[src/rtl/popcount10_weight_enum_pkg.sv]
// -----------------------------------------------------------------------------
// popcount_pkg
// Shared constants, FSM state type and helper functions for the weight-k
// vector enumerator.
//   N      vector width (number of popcount inputs)
//   W      weight field width, clog2(N+1)
//   IDX_W  run ordinal width, wide enough for C(N, N/2) - 1
// Helpers:
//   first_vec(k)  smallest N-bit vector with k ones (ones packed at the LSB end)
//   last_vec(k)   largest N-bit vector with k ones (ones packed at the MSB end)
//   binom(n, k)   binomial coefficient, used to size and check runs
// -----------------------------------------------------------------------------
package popcount_pkg;

    localparam int N     = 10;
    localparam int W     = 4;
    localparam int IDX_W = 8;

    typedef enum logic {
        IDLE = 1'b0,
        RUN  = 1'b1
    } state_t;

    // (1 << k) - 1, computed one bit wider so k == N does not overflow.
    function automatic logic [N-1:0] first_vec(input logic [W-1:0] k);
        logic [N:0] t;
        t = ({{N{1'b0}}, 1'b1} << k) - {{N{1'b0}}, 1'b1};
        return t[N-1:0];
    endfunction

    // ((1 << k) - 1) << (N - k); only meaningful for k <= N.
    function automatic logic [N-1:0] last_vec(input logic [W-1:0] k);
        logic [W-1:0] sh;
        sh = W'(N) - k;
        return first_vec(k) << sh;
    endfunction

    function automatic int binom(input int n, input int k);
        int r;
        if (k < 0 || k > n) return 0;
        r = 1;
        for (int i = 0; i < k; i++) begin
            r = (r * (n - i)) / (i + 1);
        end
        return r;
    endfunction

endpackage

[src/rtl/popcount10_weight_enum_if.sv]
// -----------------------------------------------------------------------------
// popcount10_weight_enum_if
// Command and output-stream handshake bundle for the weight-k enumerator.
//   cmd_valid   command valid (master -> slave)
//   cmd_ready   enumerator idle and able to take a command (slave -> master)
//   cmd_weight  target weight k (master -> slave)
//   out_valid   out_vector valid (slave -> master)
//   out_ready   consumer accepts the current vector (master -> slave)
//   out_vector  current weight-k vector
//   out_index   0-based ordinal of out_vector within the run
//   out_last    out_vector is the final vector of the run
//   err         one-cycle pulse: command rejected, k > N
// The slave modport is the enumerator's view; master is the driver/consumer.
// -----------------------------------------------------------------------------
interface popcount10_weight_enum_if;
    import popcount_pkg::*;

    logic             cmd_valid;
    logic             cmd_ready;
    logic [W-1:0]     cmd_weight;
    logic             out_valid;
    logic             out_ready;
    logic [N-1:0]     out_vector;
    logic [IDX_W-1:0] out_index;
    logic             out_last;
    logic             err;

    modport master (
        output cmd_valid, cmd_weight, out_ready,
        input  cmd_ready, out_valid, out_vector, out_index, out_last, err
    );

    modport slave (
        input  cmd_valid, cmd_weight, out_ready,
        output cmd_ready, out_valid, out_vector, out_index, out_last, err
    );

endinterface

[src/rtl/popcount10_weight_enum_next_comb.sv]
// -----------------------------------------------------------------------------
// popcount_next_comb
// Combinational successor: given an N-bit vector v, returns the next larger
// N-bit vector with the same number of ones (Gosper's hack).
//   v     in   N  current vector
//   next  out  N  next vector of equal popcount
// The caller never asks for the successor of the last vector of a weight
// class, so the carry out of v + c is never needed.
// -----------------------------------------------------------------------------
module popcount_next_comb
    import popcount_pkg::*;
(
    input  logic [N-1:0] v,
    output logic [N-1:0] next
);

    logic [N-1:0] low_bit;   // lowest set bit of v, isolated
    logic [N-1:0] ripple;    // v with its lowest run of ones carried upward
    logic [N-1:0] changed;   // bits flipped by the carry
    logic [W-1:0] tz;        // trailing-zero count of low_bit

    always_comb begin
        // NOTE: every combinational output gets a default before any
        // conditional assignment, so no path can leave it unassigned and
        // infer a latch.
        low_bit = v & (-v);
        ripple  = v + low_bit;
        changed = ripple ^ v;

        // low_bit is one-hot (or zero for v == 0), so scan order does not
        // matter; v == 0 only occurs for k == 0, whose successor is unused.
        tz = W'(N);
        for (int i = 0; i < N; i++) begin
            if (low_bit[i]) tz = W'(i);
        end

        // The carry flipped (run length + 1) bits starting at tz; the run's
        // remaining ones are refilled at the LSB end.
        next = ripple | (changed >> (tz + W'(2)));
    end

endmodule

[src/rtl/popcount10_weight_enum.sv]
// -----------------------------------------------------------------------------
// popcount10_weight_enum
// Streams every N-bit vector with exactly k ones, one per accepted cycle, in
// ascending numeric order. A command (weight k) is taken only while idle;
// k > N is rejected with a one-cycle err pulse.
//   clk    in  1  rising-edge clock
//   rst    in  1  asynchronous reset, active-high
//   bus    slave modport of popcount10_weight_enum_if:
//          cmd_valid/cmd_ready/cmd_weight  weight command handshake
//          out_valid/out_ready             output stream handshake
//          out_vector/out_index/out_last   current vector, ordinal, end flag
//          err                             rejected-command pulse
// All outputs are registered. Command-to-first-vector latency is one cycle;
// with out_ready held high one vector is delivered per cycle.
// -----------------------------------------------------------------------------
module popcount10_weight_enum
    import popcount_pkg::*;
(
    input  logic                     clk,
    input  logic                     rst,
    popcount10_weight_enum_if.slave  bus
);

    state_t           state_q;
    logic [W-1:0]     weight_q;   // k latched at command accept
    logic [N-1:0]     vec_q;
    logic [IDX_W-1:0] idx_q;
    logic             last_q;
    logic             valid_q;
    logic             ready_q;
    logic             err_q;

    logic [N-1:0]     next_vec;

    popcount_next_comb u_next_comb (
        .v    (vec_q),
        .next (next_vec)
    );

    // NOTE: all state is updated with non-blocking assignments so every
    // register samples the pre-edge values of the others.
    // NOTE: every register here is small control/datapath state with a defined
    // reset value; there is no memory array, so the whole block resets.
    always_ff @(posedge clk or posedge rst) begin
        if (rst) begin
            state_q  <= IDLE;
            weight_q <= '0;
            vec_q    <= '0;
            idx_q    <= '0;
            last_q   <= 1'b0;
            valid_q  <= 1'b0;
            ready_q  <= 1'b1;
            err_q    <= 1'b0;
        end else begin
            // err is a single-cycle pulse unless re-armed below.
            err_q <= 1'b0;

            case (state_q)
                IDLE: begin
                    if (bus.cmd_valid && ready_q) begin
                        if (bus.cmd_weight > W'(N)) begin
                            err_q <= 1'b1;
                        end else begin
                            state_q  <= RUN;
                            weight_q <= bus.cmd_weight;
                            vec_q    <= first_vec(bus.cmd_weight);
                            idx_q    <= '0;
                            // Only k == 0 and k == N have first == last.
                            last_q   <= (first_vec(bus.cmd_weight) ==
                                         last_vec(bus.cmd_weight));
                            valid_q  <= 1'b1;
                            ready_q  <= 1'b0;
                        end
                    end
                end

                RUN: begin
                    // Without an output handshake everything holds, which
                    // keeps the presented vector stable while stalled.
                    if (valid_q && bus.out_ready) begin
                        if (last_q) begin
                            state_q <= IDLE;
                            valid_q <= 1'b0;
                            last_q  <= 1'b0;
                            ready_q <= 1'b1;
                        end else begin
                            vec_q  <= next_vec;
                            idx_q  <= idx_q + IDX_W'(1);
                            last_q <= (next_vec == last_vec(weight_q));
                        end
                    end
                end

                default: begin
                    state_q <= IDLE;
                    valid_q <= 1'b0;
                    last_q  <= 1'b0;
                    ready_q <= 1'b1;
                end
            endcase
        end
    end

    assign bus.cmd_ready  = ready_q;
    assign bus.out_valid  = valid_q;
    assign bus.out_vector = vec_q;
    assign bus.out_index  = idx_q;
    assign bus.out_last   = last_q;
    assign bus.err        = err_q;

endmodule

[src/flat_wrapper.sv]
// flat-port wrapper written by rule: the top's interface ports become plain ports
module popcount10_weight_enum_flat import popcount_pkg::*;
  (clk, rst, bus_cmd_valid, bus_cmd_weight, bus_out_ready, bus_cmd_ready, bus_out_valid, bus_out_vector, bus_out_index, bus_out_last, bus_err);
  popcount10_weight_enum_if bus_i ();
  input  logic clk;
  input  logic rst;
  input wire logic [$bits(bus_i.cmd_valid)-1:0] bus_cmd_valid;
  input wire logic [$bits(bus_i.cmd_weight)-1:0] bus_cmd_weight;
  input wire logic [$bits(bus_i.out_ready)-1:0] bus_out_ready;
  output wire logic [$bits(bus_i.cmd_ready)-1:0] bus_cmd_ready;
  output wire logic [$bits(bus_i.out_valid)-1:0] bus_out_valid;
  output wire logic [$bits(bus_i.out_vector)-1:0] bus_out_vector;
  output wire logic [$bits(bus_i.out_index)-1:0] bus_out_index;
  output wire logic [$bits(bus_i.out_last)-1:0] bus_out_last;
  output wire logic [$bits(bus_i.err)-1:0] bus_err;
  assign bus_i.cmd_valid = bus_cmd_valid;
  assign bus_i.cmd_weight = bus_cmd_weight;
  assign bus_i.out_ready = bus_out_ready;
  assign bus_cmd_ready = bus_i.cmd_ready;
  assign bus_out_valid = bus_i.out_valid;
  assign bus_out_vector = bus_i.out_vector;
  assign bus_out_index = bus_i.out_index;
  assign bus_out_last = bus_i.out_last;
  assign bus_err = bus_i.err;
  popcount10_weight_enum u_core (.clk(clk), .rst(rst), .bus(bus_i));
endmodule
[config.mk]
export PLATFORM = sky130hd
export DESIGN_NAME = popcount10_weight_enum_flat
export DESIGN_NICKNAME = d
export VERILOG_FILES = /design/src/rtl/popcount10_weight_enum_pkg.sv /design/src/rtl/popcount10_weight_enum_if.sv /design/src/rtl/popcount10_weight_enum_next_comb.sv /design/src/rtl/popcount10_weight_enum.sv /design/src/flat_wrapper.sv
export SDC_FILE = /design/constraint.sdc
export NUM_CORES = 1
export LEC_CHECK = 0
export CAP_MARGIN = 20
export CORE_AREA = 4 4 110 101
export CTS_CLUSTER_DIAMETER = 150
export DETAILED_ROUTE_END_ITERATION = 8
export DIE_AREA = 0 0 114 105
export SLEW_MARGIN = 20
export SYNTH_ARGS = -nofsm -noshare
export SYNTH_HDL_FRONTEND = slang
export SYNTH_SLANG_ARGS = --single-unit
[constraint.sdc]
create_clock -name clk -period 5.15 [get_ports clk]
set_input_delay 1.545 -clock clk [delete_from_list [all_inputs] [get_ports clk]]
set_output_delay 1.545 -clock clk [all_outputs]
set_load 0.005 [all_outputs]
Yosys cells after proc, flatten, opt, wreduce, memory -nomap -nowiden:

Cells that the tools add are included.

* input bits: 8
* output and inout port bits: 22
* logic and storage cells: 83
* register bits: 27

* shift-type cells: 5
* reductions and logical operators: 6
* magnitude comparators: 1
* muxes and demuxes: 43
* add/subtract/negate cells: 8
* equal/unequal tests: 7
* bitwise operators: 5

Operator list (number)
* two-way mux 10 bit: 4
* two-way mux 4 bit: 10
* two-way mux 8 bit: 4
* == test 10 bit: 2
* one-hot mux 10 bit (2 select lines): 1
* left shift 1 x 4 -> 10 bit (first input constant): 2
* left shift 10 x 4 -> 10 bit: 2
* subtractor 10 x 1 -> 10 bit (second input constant): 2
* two-way mux 1 bit: 19
* one-hot mux 8 bit (2 select lines): 1
* adder 10 bit: 1
* AND 10 bit: 1
* negator 10 bit: 1
* bitwise OR 10 bit: 1
* >> shifter 10 x 4 -> 10 bit: 1
* bitwise XOR 10 bit: 1
* adder 8 x 1 -> 8 bit (second input constant): 1
* inequality test 2 bit (second input constant): 4
* one-hot mux 1 bit (2 select lines): 4
* AND reduction 4 bit: 2
* subtractor 4 bit (first input constant): 2
* AND reduction 3 bit: 2
* adder 4 x 2 -> 4 bit (second input constant): 1
* greater-than comparator 4 bit (second input constant): 1
* other kinds (3): 5

Logic depth before layout (Yosys ltp):

Gate-level depths: netlist (run 1).

* depth in word-level cells: 19
* gate-level depth with buffers: 18
* depth with buffers taken out: 14

By module:

Synthesis (run 1) repeated with hierarchy kept, for this count alone.

* cells, all modules: 499
* area, all modules: 3913.8 µm²

Modules (own cells, without submodules)
* popcount10_weight_enum: area each 2945.3 µm², cells each 355, sequential area each 676.9 µm², times used 1
* popcount_next_comb: area each 968.4 µm², cells each 144, sequential area each 0.0 µm², times used 1

Worst setup path after synthesis (run 1):

No wires, ideal clock.

* path kind: register to register
* from: register u_core.weight_q[0]
* to: register u_core.last_q (netlist: u_core.bus.out_last)
* arrival: 4209 ps
* data required time: 5083 ps
* clock period less this slack: 4277 ps
* library setup time: 67 ps
* stages on the path, launching flop included: 19
* buffers on the path: 4
* setup slack: 873 ps
* cell sequence: dfrtp_1 -> clkbuf_1 -> inv_1 -> clkbuf_1 -> ha_1 -> buf_1 -> nand2_1 -> ha_1 -> clkbuf_1 -> or3b_2 -> a32oi_1 -> a31oi_1 -> a32oi_1 -> o211ai_1 -> xor2_1 -> nand4_1 -> or4_1 -> a211oi_1 -> o221a_1

* cells in the longest elaborated chain, start to end: 7
* elaborated cells between the ends (all ways): 8
* those cells by class: add/sub (2); eq/ne (1); shift (2); mux (3)

Ends and longest elaborated chain
* from (decl): RTL line popcount10_weight_enum.sv:25 `logic [W-1:0] weight_q;`
* from (signal assigned): RTL line popcount10_weight_enum.sv:65 `weight_q <= bus.cmd_weight;`
* left shift 1 x 4 -> 10 bit: RTL line popcount10_weight_enum_pkg.sv:27 `t = ({{N{1'b0}}, 1'b1} << k) - {{N{1'b0}}, 1'b1};`
* subtractor 10 x 1 -> 10 bit: RTL line popcount10_weight_enum_pkg.sv:27
* left shift 10 x 4 -> 10 bit (*): RTL line popcount10_weight_enum_pkg.sv:35 `return first_vec(k) << sh;`
* == test 10 bit (*): RTL line popcount10_weight_enum.sv:89 `last_q <= (next_vec == last_vec(weight_q));`
* two-way mux 1 bit (*): RTL line popcount10_weight_enum.sv:81 `if (last_q) begin`
* two-way mux 1 bit (*): RTL line popcount10_weight_enum.sv:80 `if (valid_q && bus.out_ready) begin`
* one-hot mux 1 bit (2 select lines) (*): RTL line popcount10_weight_enum.sv:58 `case (state_q)`
* to (signal assigned): RTL line popcount10_weight_enum.sv:69 `last_q <= (first_vec(bus.cmd_weight) ==`
* to (signal assigned): RTL line popcount10_weight_enum.sv:89
* to (decl): RTL line popcount10_weight_enum.sv:28 `logic last_q;`

Every way passes the cells marked *; elsewhere a longest branch is shown, timed or not. The select of a mux whose other input is x is not followed.
A chain may end at the register's enable or synchronous reset.

Worst setup path in the final report (run 1):

Same ends and word-level chain as after synthesis.

==> results.json, run 1 <==
{
  "dieWidth_um": 114,
  "syn_area_sq_um": 3430,
  "finalSetupTns_ps": 0,
  "status": "finished, final reports clean",
  "grt.total_usage_pct": 16.1,
  "yosysTopAreaCell": "dfrtp_1",
  "wl_per_cell_um": 16.1,
  "die_area_sq_um": 12000,
  "die_h_um": 105,
  "ys_warn_count": 0,
  "placed_cells": 608,
  "power_density_nw_per_um2": 112,
  "numCtsBuffers": 3,
  "synth_cell_type_count": 68,
  "ys_seq_area_share_pct": 19.7,
  "grt_max_degree": 28,
  "cts_buffer_depth": 2,
  "cp-start-kind": "flop",
  "setup_ws_ps": 886,
  "maxCapViolCount": 0,
  "postCtsHoldBufs": 0,
  "core_area_sq_um": 10100,
  "drc_errors": 0,
  "setup_viol": 0,
  "vias_per_cell": 6.02,
  "ys_top_cells_by_area": "dfrtp_1 19%, o21ai_0 6.1%, nand2_1 5.5%",
  "fp-row-count": 35,
  "wl_um": 9880,
  "synthesis.area_per_instance_sq_um": 7.27,
  "num-fill-cells": 1062,
  "root_buffer": "clkbuf_16",
  "cts_setup_buffers": 0,
  "cts_resized": 0,
  "synth_edf_count": 0,
  "power.leakage_nw": 1.49,
  "initial_core_util_pct": 34.1,
  "synth_top_area_share_pct": 19.0,
  "skew_ps": 4.64,
  "cts_sinks": 27,
  "boundaryPins": 30,
  "vias": 3683,
  "netlist_top_cells_count": "50 x nand2_1, 44 x nor2_1, 42 x o21ai_0, 29 x clkbuf_1, 26 x dfrtp_1",
  "post-route-min-period_ps": 4260,
  "dr.first_iter.drc_count": 254,
  "cts_tree": "done",
  "first_pass_iters": 5,
  "antenna_cells": 0,
  "worstMarginPinSlew_ps": 837,
  "netlist_instances": 472,
  "yosysMostFrequentCell": "nand2_1",
  "grt_overflow": 0,
  "insertion_delay_ps": 270,
  "ir_drop_mv": 0.155,
  "yosys_register_bits": 27,
  "final_nets": 506,
  "rsz0062_at_grt": "no",
  "dpl.hpwl_um": 7470,
  "drive_above_1_share_pct": 8.49,
  "slew_violations": 0,
  "crit_type": "flop to flop",
  "antenna_found_initial": 0,
  "hold_violations": 0,
  "grt_pass1_wl_um": 16500,
  "slew_headroom_pct": 43.7,
  "required_ps": 5360,
  "ys.flop_type": "dfrtp_1",
  "synth_nets": 494,
  "fmax_mhz": 235,
  "gp_congestion": 0.932,
  "cts_max_level": 1,
  "stdcell_count": 612,
  "io_buffers": 29,
  "critical_path_arrival_ps": 4470,
  "min_path_type": "flop to flop",
  "synthArstFlopShare_pct": 100,
  "area_growth_pct": 14.2,
  "grt_pass1_vias": 3334,
  "antenna_left": 0,
  "clk_pin_slew_ps": 70,
  "path_max_fanout": 15,
  "power_mw": 0.438,
  "finalCritPeriodShare_pct": 82.8,
  "dp_worst_setup_slack_ps": 698,
  "cp-end-kind": "flop"
}
## layer usage
metal	routed length, um	global-route usage, %	up-vias	part of all wire (%)
li1	-	-	1792	-
met3	589	2.03	17	6.0
met2	4390	24.8	135	44
met5	0	0	-	0
met1	4770	24.2	1739	48
met4	136	2.88	0	1.4
## final cells by class
| cell class | instances | area (sq um) | share of cell area [%] |
|---|---|---|---|
| sequential | 27 | 677 | 17.3 |
| multi-input combinational | 395 | 2560 | 65.3 |
| inverter | 16 | 60.1 | 1.53 |
| clock inverter | 1 | 7.51 | 0.192 |
| tap | 129 | 161 | 4.12 |
| clock buffer | 3 | 75.1 | 1.92 |
| timing repair buffer | 41 | 380 | 9.71 |
## critical path, stage by stage (launching register included)
cell	delay, ps
dfrtp_1	650
inv_1	140
buf_4	220
ha_1	300
nor4_1	760
nor4_1	180
mux2_2	340
nand3b_1	160
o211ai_1	180
xor2_1	190
nand4_1	90
or4_1	480
a211oi_1	290
o221a_1	220
## power by group
group          leakage, nW  switching [mW]  internal, mW
Sequential           0.353               0         0.212
Clock               0.0371          0.0783         0.106
Combinational         1.10          0.0260        0.0164
## flip-flops by register name, indices dropped and copies added, names as in the netlist
signal and cells:
u_core.bus.out_vector 10, u_core.bus.out_index 8, u_core.weight_q 4, u_core.bus.cmd_ready 1, u_core.bus.err 1, u_core.bus.out_last 1, u_core.bus.out_valid 1, u_core.state_q 1
## per-stage QoR
step / area, sq um / utilization (%) / hold WS, ps
4_1_cts: 3920 / 38.9 / 554
2_1_floorplan: 3430 / - / 502
3_3_place_gp: 3840 / 38.1 / 516
3_5_place_dp: 3840 / 38.1 / 529
5_1_grt: 3920 / 38.9 / 595
6_report: 3920 / 38.9 / 549
## path summary, 6_finish.rpt
kind                                         start                       to  slack [ps]  depth (start not counted)
max in group asynchronous                      rst     u_core.bus.cmd_ready        3120                          2
min in group asynchronous                      rst      u_core.bus.out_last        1650                          2
setup reg to reg                u_core.weight_q[0]      u_core.bus.out_last         890                         13
hold / removal             u_core.bus.out_index[1]  u_core.bus.out_index[1]         550                          2
hold reg to reg            u_core.bus.out_index[1]  u_core.bus.out_index[1]         550                          2
setup / recovery                u_core.weight_q[0]      u_core.bus.out_last         890                         13
## cell usage in the layout, fill, tap and decap left out, types with 5 or more instances in the layout
master / count
o211ai_1: 8
xor2_1: 12
nor2_1: 44
and3_1: 8
nand2_1: 50
nor3_1: 10
nand4_1: 8
ha_1: 14
buf_4: 12
a22oi_1: 5
nand2b_1: 6
a211oi_1: 10
or2_2: 5
clkdlybuf4s50_1: 29
nor4_1: 5
xnor2_1: 9
dfrtp_1: 26
or3_1: 5
o21ai_0: 42
nand3_1: 22
a31oi_1: 8
mux2i_1: 8
mux2_2: 6
nor2b_1: 8
a221oi_1: 5
inv_1: 14
a21oi_1: 25
## kinds of logic after synthesis
group,after synthesis,synth area share [%]
muxes,15,4.63
adders and majority gates,14,5.11
DFF,27,19.7
and+or+nand+nor,193,28.4
buffers and inverters,50,5.73
xor gates and xnor gates,21,5.36
AOI/OAI and AO/OA,152,31.0
(Power assumes the default switching activity.)
==> run 2, diff against run 1 <==
clock period = 3.5 ns   (was 5.15 ns; I/O delays follow)
==> results.json, run 2 (same netlist as run 1, synthesis figures left out) <==
{
  "status": "finished, final reports clean",
  "first_pass_iters": 5,
  "drive_above_1_share_pct": 19.4,
  "root_buffer": "clkbuf_16",
  "power.leakage_nw": 1.74,
  "area_growth_pct": 27.5,
  "crit_start": "u_core.bus.out_vector[0]",
  "antenna_cells": 0,
  "min_path_type": "flop to flop",
  "insertion_delay_ps": 270,
  "largest_reg_flops": 10,
  "vias": 3850,
  "setup_viol": 0,
  "slowest_delay_ps": 620,
  "hold_violations": 0,
  "finalSetupTns_ps": 0,
  "cts_tree": "done",
  "skew_ps": 4.39,
  "wl_per_cell_um": 15.9,
  "critical_path_arrival_ps": 3620,
  "drc_errors": 0,
  "switching_share_pct": 24.1,
  "die_area_sq_um": 12000,
  "cp-endpoint": "u_core.bus.out_last",
  "grt.total_usage_pct": 17.3,
  "placed_cells": 655,
  "p_int_mw": 0.498,
  "path_cells": "or4_4, a21oi_1, ha_2, xnor2_1, buf_4, nor2_1, buf_4, o21a_1, a21oi_1, or3_1, a211oi_2, o221a_1",
  "power_density_nw_per_um2": 150,
  "antenna_left": 0,
  "slew_headroom_pct": 52.5,
  "initial_core_util_pct": 34.1,
  "cts_sinks": 27,
  "vias_per_cell": 5.83,
  "slew_violations": 0,
  "p_comb_share_pct": 10.8,
  "stdcell_count": 660,
  "placed_area_sq_um": 4240,
  "cts_buffer_depth": 2,
  "path_max_fanout": 7,
  "final_common_cell": "buf_4",
  "layout_common_cells": "60 x buf_4, 49 x nand2_1, 43 x nor2_1",
  "final_area_sq_um": 4370,
  "cp-end-kind": "flop",
  "grt_overflow": 0,
  "final_nets": 554,
  "pwr-share-seq_pct": 47.5,
  "clk_pin_slew_ps": 70,
  "grt_pass1_wl_um": 17500,
  "required_ps": 3710,
  "fp-row-count": 35,
  "post-route-min-period_ps": 3410,
  "p_sw_mw": 0.158,
  "grt_pass1_vias": 3626,
  "core_area_sq_um": 10100,
  "r2r_cells": 12,
  "cts_max_level": 1,
  "r2r_start": "u_core.bus.out_vector[0]",
  "dieWidth_um": 114,
  "ir_drop_mv": 0.250,
  "grt_max_degree": 25,
  "finalCritPeriodShare_pct": 97.5,
  "r2r-end": "u_core.bus.out_last",
  "gp_congestion": 0.931,
  "io_buffers": 29,
  "rrSetupSlack_ps": 90,
  "fmax_mhz": 293,
  "numCtsBuffers": 3,
  "dr.first_iter.drc_count": 305,
  "crit_type": "flop to flop",
  "cpMaxStageDelayCell": "or4_4",
  "die_h_um": 105,
  "postCtsHoldBufs": 0,
  "clkPwrFrac_pct": 41.7,
  "boundaryPins": 30,
  "antenna_found_initial": 0,
  "maxCapViolCount": 0,
  "wl_um": 10500,
  "cp-start-kind": "flop",
  "dpl.hpwl_um": 8160,
  "worstMarginPinSlew_ps": 712
}
run 2: changes by cell type in the layout (fill, tap and decap cells not counted), moves of 2 or more:
cell     before  now
dfrtp_2       0    2
ha_1         14   11
ha_4          0    2
buf_4        12   60
dfrtp_1      26   24
run 2: layout make-up:
cell class                      count  area (sq um)
Clock buffer                        3          75.1
Tap cell                          129           161
Inverter                           16          60.1
Fill cell                        1017          5700
Multi-Input combinational cell    395          2650
Timing Repair Buffer               89           741
Sequential cell                    27           679
Clock inverter                      1          7.51
run 2: critical path: cells and delay by family, from the launching register on:
kind	cells	cell delay, ps
xor+xnor	1	130
compound gates	5	930
flops	1	460
simple gates	3	1210
fa+ha+maj	1	290
buf+inv	2	350
run 2: worst min-delay path by stage:
| stage | from | end | slack, ps | cells after the start |
|---|---|---|---|---|
| 2_1_floorplan | u_core.bus.out_index[1] | u_core.bus.out_index[1] | 500 | 2 |
| 3_3_place_gp | u_core.bus.out_index[1] | u_core.bus.out_index[1] | 530 | 2 |
| 3_5_place_dp | u_core.bus.out_index[7] | u_core.bus.out_index[7] | 530 | 2 |
| 4_1_cts | u_core.bus.out_index[1] | u_core.bus.out_index[1] | 560 | 2 |
| 5_1_grt | u_core.bus.out_index[1] | u_core.bus.out_index[1] | 610 | 2 |
| 6_report | u_core.bus.out_index[7] | u_core.bus.out_index[7] | 550 | 2 |
run 2: power groups by stage:
stage	clock, mW	sequential, mW	combinational (mW)
detailed placement	0	0.318	0.0712
CTS	0.278	0.312	0.0716
global route	0.297	0.312	0.0805
finish	0.274	0.312	0.0711
global placement	0	0.318	0.0705
floorplan	0	0.318	0.0406
run 2: through the flow:
stage,setup slack (ps),utilization (%),hold WS [ps],total power [mW]
2_1_floorplan,33.5,-,502,0.358
3_3_place_gp,77.1,42.1,528,0.388
3_5_place_dp,28.6,42.1,529,0.389
4_1_cts,62.0,42.9,557,0.661
5_1_grt,-51.4,43.4,608,0.689
6_report,87.8,43.4,552,0.656
run 2: per-layer routing:
metal  share of wire [%]  global-route usage [%]
met1                  46                    25.4
met2                  46                    27.0
met3                 6.7                    2.14
met4                 1.2                    3.22
met5                   0                       0
run 2: what timing repair did:
item                       4_1_cts  5_1_grt
setup buffers                    0        1
setup endpoints to repair        0        1
gates resized for setup          0       12
